<file path="config.mk">
export PLATFORM = sky130hd
export DESIGN_NAME = idma_aw_release_arbiter
export DESIGN_NICKNAME = d
export VERILOG_FILES = /design/src/rtl/idma_aw_release_arbiter.sv
export SDC_FILE = /design/constraint.sdc
export NUM_CORES = 1
export LEC_CHECK = 0
export BUFFER_PORTS_ARGS = -buffer_cell sky130_fd_sc_hd__buf_4
export CAP_MARGIN = 15
export CORE_UTILIZATION = 40
export DETAILED_ROUTE_END_ITERATION = 8
export GPL_TIMING_DRIVEN = 0
export PLACE_DENSITY = 0.71
export REMOVE_ABC_BUFFERS = 1
export SLEW_MARGIN = 15
export SYNTH_ARGS = -nofsm -noshare
export SYNTH_HDL_FRONTEND = slang
export SYNTH_SLANG_ARGS = --single-unit
</file>
<file path="constraint.sdc">
create_clock -name clk_i -period 3.8 [get_ports clk_i]
set_input_delay 1.14 -clock clk_i [delete_from_list [all_inputs] [get_ports clk_i]]
set_output_delay 1.14 -clock clk_i [all_outputs]
set_load 0.01 [all_outputs]
</file>
<file path="src/rtl/idma_aw_release_arbiter.sv">
// idma_aw_release_arbiter
//
// Shares one downstream AXI AW port between NumChan backend channels. A
// non-decoupled write request is only released once the first R beat of its
// matching read has arrived: each such beat deposits a credit on its channel,
// and each released non-decoupled AW consumes one. Decoupled requests need no
// credit. Eligible channels are granted round-robin into a single registered
// output stage.
//
// Handshake semantics (all AW ports): a beat transfers on a rising clock edge
// where valid and ready are both high. The upstream side gets aw_ready_o
// one-hot (or zero) and may look at it combinationally. The downstream side
// holds aw_req_o / aw_chan_o stable while aw_valid_o is high and aw_ready_i is
// low.
//
// Ports:
//   clk_i, rst_ni      clock, asynchronous active-low reset
//   r_first_i          per-channel pulse: first R beat of a non-decoupled read
//   aw_req_i           per-channel AW payload
//   aw_decouple_i      per-channel: request needs no credit
//   aw_valid_i         per-channel request valid
//   aw_ready_o         per-channel request accepted (one-hot or zero)
//   aw_req_o           shared AW payload
//   aw_valid_o         shared AW valid (registered)
//   aw_ready_i         shared AW ready
//   aw_chan_o          channel index of the beat in aw_req_o
//   busy_o             credits, pending requests or an output beat exist
//   cnt_overflow_o     r_first_i hit a saturated credit counter this cycle
module idma_aw_release_arbiter #(
  parameter int unsigned NumChan       = 2,
  parameter int unsigned NumAxInFlight = 2,
  parameter type         axi_aw_chan_t = logic
) (
  input  logic                         clk_i,
  input  logic                         rst_ni,
  input  logic [NumChan-1:0]           r_first_i,
  input  axi_aw_chan_t [NumChan-1:0]   aw_req_i,
  input  logic [NumChan-1:0]           aw_decouple_i,
  input  logic [NumChan-1:0]           aw_valid_i,
  output logic [NumChan-1:0]           aw_ready_o,
  output axi_aw_chan_t                 aw_req_o,
  output logic                         aw_valid_o,
  input  logic                         aw_ready_i,
  output logic [$clog2(NumChan)-1:0]   aw_chan_o,
  output logic                         busy_o,
  output logic                         cnt_overflow_o
);

  localparam int unsigned CntW  = $clog2(NumAxInFlight + 1);
  localparam int unsigned ChanW = $clog2(NumChan);
  localparam logic [CntW-1:0]  CntMax   = CntW'(NumAxInFlight);
  localparam logic [ChanW-1:0] LastChan = ChanW'(NumChan - 1);

  logic [CntW-1:0]  credit_q [NumChan];
  logic [CntW-1:0]  credit_d [NumChan];
  logic [ChanW-1:0] prio_q, prio_d;
  axi_aw_chan_t     out_req_q, out_req_d;
  logic [ChanW-1:0] out_chan_q, out_chan_d;
  logic             out_valid_q, out_valid_d;

  logic [NumChan-1:0] eligible;
  logic [NumChan-1:0] consume;
  logic               can_load;
  logic               grant_valid;
  logic [ChanW-1:0]   grant_idx;
  logic               any_credit;

  always_comb begin
    int unsigned      cand;
    logic [ChanW-1:0] cand_idx;

    // The stage can take a new beat when empty or when its beat leaves now.
    can_load = !out_valid_q | aw_ready_i;

    // A same-cycle r_first_i makes the channel eligible before the credit
    // is registered, so a release can happen in the cycle the data arrives.
    for (int unsigned i = 0; i < NumChan; i++) begin
      eligible[i] = aw_valid_i[i] &
                    (aw_decouple_i[i] | (credit_q[i] != '0) | r_first_i[i]);
    end

    // Round-robin scan starting at prio_q; the first eligible channel wins.
    grant_valid = 1'b0;
    grant_idx   = '0;
    cand        = 0;
    cand_idx    = '0;
    for (int unsigned k = 0; k < NumChan; k++) begin
      cand     = (32'(prio_q) + k) % NumChan;
      cand_idx = ChanW'(cand);
      if (can_load && !grant_valid && eligible[cand_idx]) begin
        grant_valid = 1'b1;
        grant_idx   = cand_idx;
      end
    end

    aw_ready_o = '0;
    if (grant_valid) aw_ready_o[grant_idx] = 1'b1;

    prio_d = prio_q;
    if (grant_valid) prio_d = (grant_idx == LastChan) ? '0 : grant_idx + ChanW'(1);

    // Credit bookkeeping: an arrival and a consume in the same cycle cancel.
    cnt_overflow_o = 1'b0;
    any_credit     = 1'b0;
    for (int unsigned i = 0; i < NumChan; i++) begin
      consume[i]  = aw_ready_o[i] & !aw_decouple_i[i];
      credit_d[i] = credit_q[i];
      if (r_first_i[i] && !consume[i]) begin
        if (credit_q[i] == CntMax) cnt_overflow_o = 1'b1;
        else                       credit_d[i] = credit_q[i] + CntW'(1);
      end else if (!r_first_i[i] && consume[i]) begin
        credit_d[i] = credit_q[i] - CntW'(1);
      end
      any_credit = any_credit | (credit_q[i] != '0);
    end

    // Output stage: drop the beat on handshake, load a new one on grant.
    out_valid_d = out_valid_q & !aw_ready_i;
    out_req_d   = out_req_q;
    out_chan_d  = out_chan_q;
    if (grant_valid) begin
      out_valid_d = 1'b1;
      out_req_d   = aw_req_i[grant_idx];
      out_chan_d  = grant_idx;
    end
  end

  always_ff @(posedge clk_i or negedge rst_ni) begin
    if (!rst_ni) begin
      for (int unsigned i = 0; i < NumChan; i++) credit_q[i] <= '0;
      prio_q      <= '0;
      out_req_q   <= '0;
      out_chan_q  <= '0;
      out_valid_q <= 1'b0;
    end else begin
      for (int unsigned i = 0; i < NumChan; i++) credit_q[i] <= credit_d[i];
      prio_q      <= prio_d;
      out_req_q   <= out_req_d;
      out_chan_q  <= out_chan_d;
      out_valid_q <= out_valid_d;
    end
  end

  assign aw_req_o   = out_req_q;
  assign aw_chan_o  = out_chan_q;
  assign aw_valid_o = out_valid_q;
  assign busy_o     = any_credit | (|aw_valid_i) | out_valid_q;

endmodule

</file>
==> results of run 1 <==
-- synthesized netlist by cell type (2+ instances only) --
library cell	n
xnor2_1	2
nand2_1	6
o211ai_1	2
o41ai_1	2
o21ai_0	3
nor2b_1	2
inv_1	3
mux2i_1	2
or3_1	2
dfrtp_1	8
o41a_1	2
-- metrics by stage --
step | setup slack [ns] | area (um^2) | hold slack [ns]
final | 0.1042 | 686.9 | 0.4766
after global placement | 0.1143 | 656.9 | 0.4660
after floorplan | 0.4342 | 511.7 | 0.5146
after detailed placement | 0.1252 | 656.9 | 0.4667
after CTS | 0.1112 | 679.4 | 0.4812
after global routing | 0.02988 | 686.9 | 0.4981
-- worst paths after layout --
path	start	end	slack, ns
worst min-delay path	aw_chan_o	aw_chan_o	0.48
worst max-delay path	aw_decouple_i[1]	cnt_overflow_o	0.10
min in group asynchronous	rst_ni	aw_req_o	0.70
max in group asynchronous	rst_ni	credit_q[1]	2.97
worst min register to register	aw_chan_o	aw_chan_o	0.48
worst max register to register	credit_q[0]	credit_q[3]	1.74
-- critical path, cell delays in order --
cell,delay (ns)
buf_4,0.13
o41a_1,0.42
a2111o_1,0.51
nand4b_1,0.13
o31ai_1,0.07
buf_4,0.16
-- state kept, by name, indices dropped and copies added, names as in the netlist --
name,flops
credit_q,4
aw_req_o,1
aw_valid_o,1
prio_q,1
aw_chan_o,1
-- cells by family (layout without fill, tap and decap cells) --
group,count (synthesis),after routing
multiplexers,2,2
flip-flops,8,8
AND/OR/NAND/NOR,20,20
XOR/XNOR,2,2
AO/OA/AOI/OAI,17,17
buffers and inverters,6,23
-- routing by layer --
metal,vias to the layer above,GRT usage
met5,-,0
met4,0,0.07759
met3,0,0.03488
met2,15,0.2797
met1,227,0.2509
li1,246,-
-- cell usage in the layout, fill, tap and decap left out, drive strengths merged --
cell / instances
a2111o: 1
a2111oi: 1
a211oi: 1
a21o: 1
a21oi: 1
a22oi: 1
a31o: 1
and2: 1
and3: 1
buf: 17
clkbuf: 3
dfrtp: 8
inv: 3
mux2i: 2
nand2: 6
nand2b: 1
nand3: 1
nand4: 1
nand4b: 1
nor2: 1
nor2b: 2
nor3: 1
nor3b: 1
nor4: 1
o211ai: 2
o21ai: 3
o31ai: 1
o41a: 2
o41ai: 2
or3: 2
xnor2: 2
-- cell type report --
cell class | instances | area (um^2)
repair buffers | 17 | 127.6
clock buffers | 3 | 22.52
multi-input cells | 41 | 307.8
fillers | 116 | 484.2
well taps | 14 | 17.52
inverters | 3 | 11.26
flip-flops and latches | 8 | 200.2
-- power breakdown --
part / switching (uW) / internal [uW] / leakage (uW)
clock network: 30.5 / 36.3 / 0.0000138
registers: 52.2 / 117 / 0.0000941
logic: 61.0 / 79.0 / 0.000190
==> metrics.md, run 1 <==
| Metric | Value |
|---|---|
| Fmax achieved | `270.6 MHz` |
| Die height | `38.46 um` |
| Synth unique cells | `32` |
| Nets@finish | `85` |
| Largest area contributor in the netlist | `dfrtp_1` |
| Utilization after layout | `0.5865` |
| Worst Hold Depth | `2` |
| Top post-synthesis cells by area | `dfrtp_1 (38%), a2111oi_4 (5.2%), nand2_1 (4.2%)` |
| RePlAce Congestion | `0.7093` |
| Metal-1 WL | `547 um` |
| EDFF count, synth | `0` |
| XOR/XNOR Fraction of Synth Area | `0.03294` |
| Post-DR wirelength/cell | `13.14 um` |
| Number of cell rows | `12` |
| Synth Area in Adders | `0` |
| CTS Buf Count | `3` |
| Worst Max-Slew Pin Slew | `0.6421 ns` |
| Post-synth ARST share | `1.000` |
| Ports | `18` |
| Clk buf depth | `2` |
| Post-Synth Simple-Gate Area | `0.2071` |
| Placed insts | `83` |
| Antenna violations before repair | `0` |
| 1st-iter DRT viols | `12` |
| Final Cycle Share | `0.9726` |
| Later-pin clock latency in the skew report | `0.25 ns` |
| DR vias/cell | `5.674` |
| Compound-Gate Fraction of Synth Area | `0.2871` |
| Starting Density | `0.4541` |
| Final setup viols | `0` |
| CTS sink count | `8` |
| Top sig layer | `met3` |
| Total number of vias | `488` |
| Mux contribution to synthesized area | `0.03765` |
| Die width | `38.46 um` |
| Final hold violations | `0` |
| Top cell type's share of synthesized area | `0.3765` |
| WS Path Type | `in -> out` |
| Share of cells above drive strength 1 | `0.3333` |
| Setup TNS | `0 ns` |
| Root Driver | `clkbuf_4` |
| CTS tree | `yes` |
| Power Density | `547.7 mW/mm^2` |
| Clock-pin slew on the worst setup and hold paths | `0.06 ns` |
| Largest family of logic cells by synthesized area | `compound AO/OA/AOI/OAI gates` |
| Cell Count, Final, Fillers Out | `86` |
| #FFs+latches synth | `8` |
| Grt ovf | `0` |
| IO Port Bufs | `17` |
| Pin count of the biggest net entering global routing | `11` |
| WP data arrival | `2.56 ns` |
| DRC | `0` |
| # resized after CTS | `0` |
| Final Power | `376.2 uW` |
| DR WL met3 | `49 um` |
| Status | `finished clean` |
| Die ar. | `0.001479 mm^2` |
| Startpoint class of the critical path | `input pin` |
| Slew Viols, Final | `0` |
| Slew HR | `0.5663` |
| Hpwl dp | `837.8 um` |
| Mapped Cells | `55` |
| Worst r2r path cells | `4` |
| Crit. End Element | `primary output` |
| Total GRT Usage | `0.1832` |
| Leakage | `0.0002982 uW` |
| Wire length on met2 | `532 um` |
| Maximum VDD drop | `299.1 uV` |
| Minimum clock period after layout | `3.696 ns` |
| DRT Pass-1 Iters | `4` |
| Ys flop type | `dfrtp_1` |
| Syn-to-layout area delta | `29.18%` |
| Vias in the first global route | `423` |
| Routed wire length | `1130 um` |
| Syn avg cell area | `9.668 um^2` |
| DRT antenna net count | `0` |
| Synth warn | `0` |
| Largest fanout on the critical path | `6` |
| Antenna diodes | `0` |
| Sequential area share after synthesis | `0.3765` |
| Cts hold-fix bufs | `0` |
| First-pass GRT wire length | `1835 um` |
| RSZ-0062 raised after global routing | `no` |
| Area of the core | `0.001171 mm^2` |
| Hold WC Path Type | `reg -> reg` |
| H-tree levels | `1` |
| WP data required | `2.66 ns` |
| Mapped Area | `531.8 um^2` |
| Max Clock Skew | `0.0002052 ns` |
| Number of post-CTS setup repair buffers | `0` |
| Max-cap check violation count | `0` |
Note: power is estimated with default switching activity, not from simulation.
==> run 2: changes to the inputs <==
--- a/config.mk
+++ b/config.mk
@@ -9,7 +9,6 @@
 export CAP_MARGIN = 15
 export CORE_UTILIZATION = 40
 export DETAILED_ROUTE_END_ITERATION = 8
-export GPL_TIMING_DRIVEN = 0
 export PLACE_DENSITY = 0.71
 export REMOVE_ABC_BUFFERS = 1
 export SLEW_MARGIN = 15
==> run 2 against run 1 <==
  * Worst hold slack gained 0.014 ns
  * Sequential power barely moved
  * Final cell count increased by 3.5%
  * First-iteration DRC count is 33% lower
  * Largest cell class unchanged
  * Core utilization is 1.3 points higher
  * Critical path depth is the same
  * Clock power decreased by 2%
  * Count of clock-buffer cells in the layout unchanged
  * Global-route usage is 0.44 points higher
  * Die area unchanged
==> metrics.md, run 2 (synthesized netlist as in run 1, its figures left out) <==
| Metric | Value |
|---|---|
| Max-cap check violation count | `0` |
| Post-DR wirelength/cell | `12.89 um` |
| WS Path Type | `in -> out` |
| IO Port Bufs | `17` |
| Die height | `38.46 um` |
| RePlAce Congestion | `0.7806` |
| Final Cycle Share | `0.9692` |
| Later-pin clock latency in the skew report | `0.25 ns` |
| First-pass GRT wire length | `1828 um` |
| Fmax achieved | `271.5 MHz` |
| Maximum VDD drop | `285.7 uV` |
| WP data required | `2.66 ns` |
| Max reg flops | `4` |
| Most frequent cells in the layout | `buf_4 (20), dfrtp_1 (8), nand2_1 (6)` |
| Startpoint class of the critical path | `input pin` |
| 1st-iter DRT viols | `8` |
| Die width | `38.46 um` |
| Slew HR | `0.7324` |
| Slew Viols, Final | `0` |
| Hold WC Path Type | `reg -> reg` |
| Setup TNS | `0 ns` |
| Final hold violations | `0` |
| Ports | `18` |
| Number of post-CTS setup repair buffers | `0` |
| Commonest non-fill, non-tap cell in the layout | `buf_4` |
| Die ar. | `0.001479 mm^2` |
| Leakage | `0.0003096 uW` |
| Crit. End Element | `primary output` |
| Routed wire length | `1147 um` |
| WP data arrival | `2.54 ns` |
| Status | `finished clean` |
| Starting Density | `0.4541` |
| Max Clock Skew | `0.002282 ns` |
| Nets@finish | `88` |
| Fillers | `115` |
| Power Density | `540.7 mW/mm^2` |
| Number of cell rows | `12` |
| Cts hold-fix bufs | `0` |
| Storage cell area | `200.2 um^2` |
| Antenna diodes | `0` |
| DRT Pass-1 Iters | `3` |
| DRC | `0` |
| Worst Hold Depth | `2` |
| Multi-input logic area | `300.3 um^2` |
| Total GRT Usage | `0.1876` |
| Worst r2r path cells | `4` |
| Minimum clock period after layout | `3.683 ns` |
| Grt ovf | `0` |
| Vias in the first global route | `433` |
| CTS sink count | `8` |
| Worst Max-Slew Pin Slew | `0.3962 ns` |
| Largest fanout on the critical path | `6` |
| DRT antenna net count | `0` |
| Final instance area | `701.9 um^2` |
| RSZ-0062 raised after global routing | `no` |
| H-tree levels | `1` |
| CTS tree | `yes` |
| Largest Register | `credit_q` |
| Antenna violations before repair | `0` |
| Final setup viols | `0` |
| Total number of vias | `499` |
| Clock-pin slew on the worst setup and hold paths | `0.05 ns` |
| # resized after CTS | `0` |
| CTS Buf Count | `3` |
| DP Area | `679.4 um^2` |
| Root Driver | `clkbuf_4` |
| Syn-to-layout area delta | `32.00%` |
| Pin count of the biggest net entering global routing | `11` |
| DR vias/cell | `5.607` |
| Share of cells above drive strength 1 | `0.3467` |
| Clk buf depth | `2` |
| Area of the core | `0.001171 mm^2` |
==> run 2: cell count changes in the layout (fill, tap and decap cells not counted), sizes merged <==
cell	previous run	this run
buf	17	20
==> run 2: area by class of cell <==
type                    instances  share of cell area
multi-input cells              41              0.4278
clock buffers                   3             0.03209
repair buffers                 20              0.2139
flip-flops and latches          8              0.2852
inverters                       3             0.01604
well taps                      14             0.02496
==> run 2: report_power, final <==
group | internal [uW] | switching, uW | total, uW
Combinational | 82.5 | 60.5 | 143
Clock | 36.2 | 29.4 | 65.6
Sequential | 117 | 53.7 | 171
==> run 2: layer usage <==
| layer | track usage | part of all wire | up-vias |
|---|---|---|---|
| li1 | - | - | 251 |
| met1 | 0.2274 | 0.45 | 233 |
| met2 | 0.2669 | 0.48 | 15 |
| met3 | 0.1105 | 0.065 | 0 |
| met4 | 0.07759 | 0 | 0 |
| met5 | 0 | 0 | - |
==> run 2: worst max-delay path, cell delays in order <==
cell	delay, ns
buf_4	0.13
o41a_1	0.42
a2111o_1	0.51
nand4b_1	0.13
o31ai_1	0.07
buf_4	0.15
==> run 2: through the flow <==
stage / hold WS [ns] / total power, uW / std cells / utilization / setup WS [ns]
2_1_floorplan: 0.5146 / 250.5 / 52 / - / 0.4342
3_3_place_gp: 0.4661 / 309.5 / 86 / 0.5801 / 0.1385
3_5_place_dp: 0.4952 / 314.7 / 86 / 0.5801 / 0.1252
4_1_cts: 0.5071 / 384.2 / 89 / 0.5994 / 0.1191
5_1_grt: 0.5262 / 410.0 / 89 / 0.5994 / 0.06385
6_report: 0.4909 / 379.6 / 89 / 0.5994 / 0.1169
==> run 2: path summary, 6_finish.rpt <==
path | startpoint | end | slack [ns]
worst max-delay path | aw_decouple_i[1] | cnt_overflow_o | 0.12
worst min-delay path | aw_chan_o | aw_chan_o | 0.49
worst max register to register | credit_q[0] | credit_q[3] | 1.71
worst min register to register | aw_chan_o | aw_chan_o | 0.49
max in group asynchronous | rst_ni | aw_chan_o | 2.98
min in group asynchronous | rst_ni | prio_q | 0.69
==> run 3: changes to the inputs <==
--- a/config.mk
+++ b/config.mk
@@ -7,8 +7,9 @@
 export LEC_CHECK = 0
 export BUFFER_PORTS_ARGS = -buffer_cell sky130_fd_sc_hd__buf_4
 export CAP_MARGIN = 15
-export CORE_UTILIZATION = 40
+export CORE_AREA = 2 2 39 41
 export DETAILED_ROUTE_END_ITERATION = 8
+export DIE_AREA = 0 0 41 43
 export PLACE_DENSITY = 0.71
 export REMOVE_ABC_BUFFERS = 1
 export SLEW_MARGIN = 15
==> run 3 against run 2 <==
  * Maximum frequency down 0.97%
  * Final cell count up 2.2%
  * First-iteration DRC count up 88%
  * Total power up 0.71%
  * Setup slack worse by 0.036 ns
  * Critical path type unchanged
==> metrics.md, run 3 (synthesized netlist as in run 1, its figures left out) <==
| Metric | Value |
|---|---|
| Status | `finished clean` |
| Setup WS post-layout | `0.08072 ns` |
| Grt ovf | `0` |
| Ports | `18` |
| Post-DR wirelength/cell | `14.24 um` |
| Critical Path Max Stage Delay | `0.52 ns` |
| First-pass GRT wire length | `1994 um` |
| Vias in the first global route | `462` |
| Slew HR | `0.6891` |
| Largest fanout on the critical path | `6` |
| Largest Register | `credit_q` |
| Crit. End Element | `primary output` |
| CTS tree | `yes` |
| Worst Max-Slew Pin Slew | `0.4603 ns` |
| Syn-to-layout area delta | `32.47%` |
| Minimum clock period after layout | `3.719 ns` |
| Slew Viols, Final | `0` |
| CP Depth | `6` |
| Number of post-CTS setup repair buffers | `0` |
| Crit path cell chain | `buf_4 -> o41a_1 -> a2111o_1 -> nand4b_1 -> o31ai_1 -> buf_4` |
| Pin count of the biggest net entering global routing | `11` |
| DR vias/cell | `5.648` |
| Max Clock Skew | `0.002110 ns` |
| Crit-path leading delay family | `compound AO/OA/AOI/OAI gates` |
| Cts hold-fix bufs | `0` |
| Starting Density | `0.3843` |
| Worst Hold Depth | `2` |
| Clk buf depth | `2` |
| Hpwl dp | `988.7 um` |
| Max-cap check violation count | `0` |
| Setup TNS | `0 ns` |
| IO Port Bufs | `17` |
| Die ar. | `0.001763 mm^2` |
| Hold WC Path Type | `reg -> reg` |
| Die height | `43 um` |
| Placed insts | `88` |
| Nets@finish | `88` |
| Total GRT Usage | `0.1633` |
| DRT antenna net count | `0` |
| Power Density | `542.6 mW/mm^2` |
| Final hold violations | `0` |
| Final Cycle Share | `0.9788` |
| Total number of vias | `514` |
| Root Driver | `clkbuf_4` |
| Antenna diodes | `0` |
| WP data arrival | `2.58 ns` |
| Crit-path most repeated cell | `buf_4` |
| Routed wire length | `1296 um` |
| H-tree levels | `1` |
| DP Area | `681.9 um^2` |
| CTS Buf Count | `3` |
| CTS sink count | `8` |
| DRC | `0` |
| Die width | `41 um` |
| Routing usage on met3 | `0.03141` |
| Buffers & Inverters on Critical Path | `2` |
| Cell Count, Final, Fillers Out | `91` |
| Post-Place Worst Slack | `0.1050 ns` |
| Share of cells above drive strength 1 | `0.3467` |
| Startpoint class of the critical path | `input pin` |
| Leakage | `0.0003096 uW` |
| Fmax achieved | `268.9 MHz` |
| DRT Pass-1 Iters | `4` |
| WP data required | `2.66 ns` |
| Area of the core | `0.001384 mm^2` |
| WS Path Type | `in -> out` |
| RePlAce Congestion | `0.8107` |
| Maximum VDD drop | `343.3 uV` |
| Commonest non-fill, non-tap cell in the layout | `buf_4` |
| # resized after CTS | `0` |
| Final setup viols | `0` |
| Grt peak-use layer | `met1` |
| RSZ-0062 raised after global routing | `no` |
| Number of cell rows | `14` |
| Crit-path slowest cell | `a2111o_1` |
| Max reg flops | `4` |
| Final Power | `382.2 uW` |
| Clock-pin slew on the worst setup and hold paths | `0.06 ns` |
| Worst r2r path cells | `4` |
| Met2 GRT Util | `0.2250` |
| 1st-iter DRT viols | `15` |
| M1 GR Usage | `0.2292` |
| Most frequent cells in the layout | `buf_4 (20), dfrtp_1 (8), nand2_1 (6)` |
| Later-pin clock latency in the skew report | `0.26 ns` |
| Final instance area | `704.4 um^2` |
| Antenna violations before repair | `0` |
run 3: cell counts in the layout (fill, tap and decap cells not counted):
Identical to the previous run, type by type.
run 3: worst paths after layout:
path	from	end	slack, ns
worst max register to register	credit_q[0]	credit_q[3]	1.69
min in group asynchronous	rst_ni	aw_req_o	0.69
worst min-delay path	aw_req_o	aw_req_o	0.49
worst min register to register	aw_req_o	aw_req_o	0.49
worst max-delay path	aw_decouple_i[1]	cnt_overflow_o	0.08
max in group asynchronous	rst_ni	credit_q[0]	2.98
run 3: final cells by class:
| class | count | area, um^2 |
|---|---|---|
| sequential | 8 | 200.2 |
| inverter | 3 | 11.26 |
| timing repair buffer | 20 | 150.1 |
| multi-input combinational | 41 | 300.3 |
| tap | 16 | 20.02 |
| clock buffer | 3 | 22.52 |
| fill | 140 | 679.4 |
run 3: through the flow:
step                utilization  hold slack (ns)
detailed placement       0.4928           0.4801
finish                   0.5090           0.4852
global placement         0.4928           0.4631
CTS                      0.5090           0.4923
floorplan                     -           0.5146
global route             0.5090           0.5176
run 3: worst register-to-register path, cell delays in order (launching register included):
cell and delay, ns:
dfrtp_1 0.46, o41a_1 0.51, a2111o_1 0.52, or3_1 0.36
and3_1 0.15
run 3: per-layer routing:
metal	wire (um)	share of wire
met4	19	0.015
met3	90	0.069
met1	548	0.42
met2	638	0.49
met5	0	0
run 3: power breakdown:
| group | internal [uW] | switching [uW] |
|---|---|---|
| clock network | 36.2 | 30.3 |
| logic | 82.5 | 62.3 |
| registers | 117 | 53.6 |
| total | 236 | 146 |
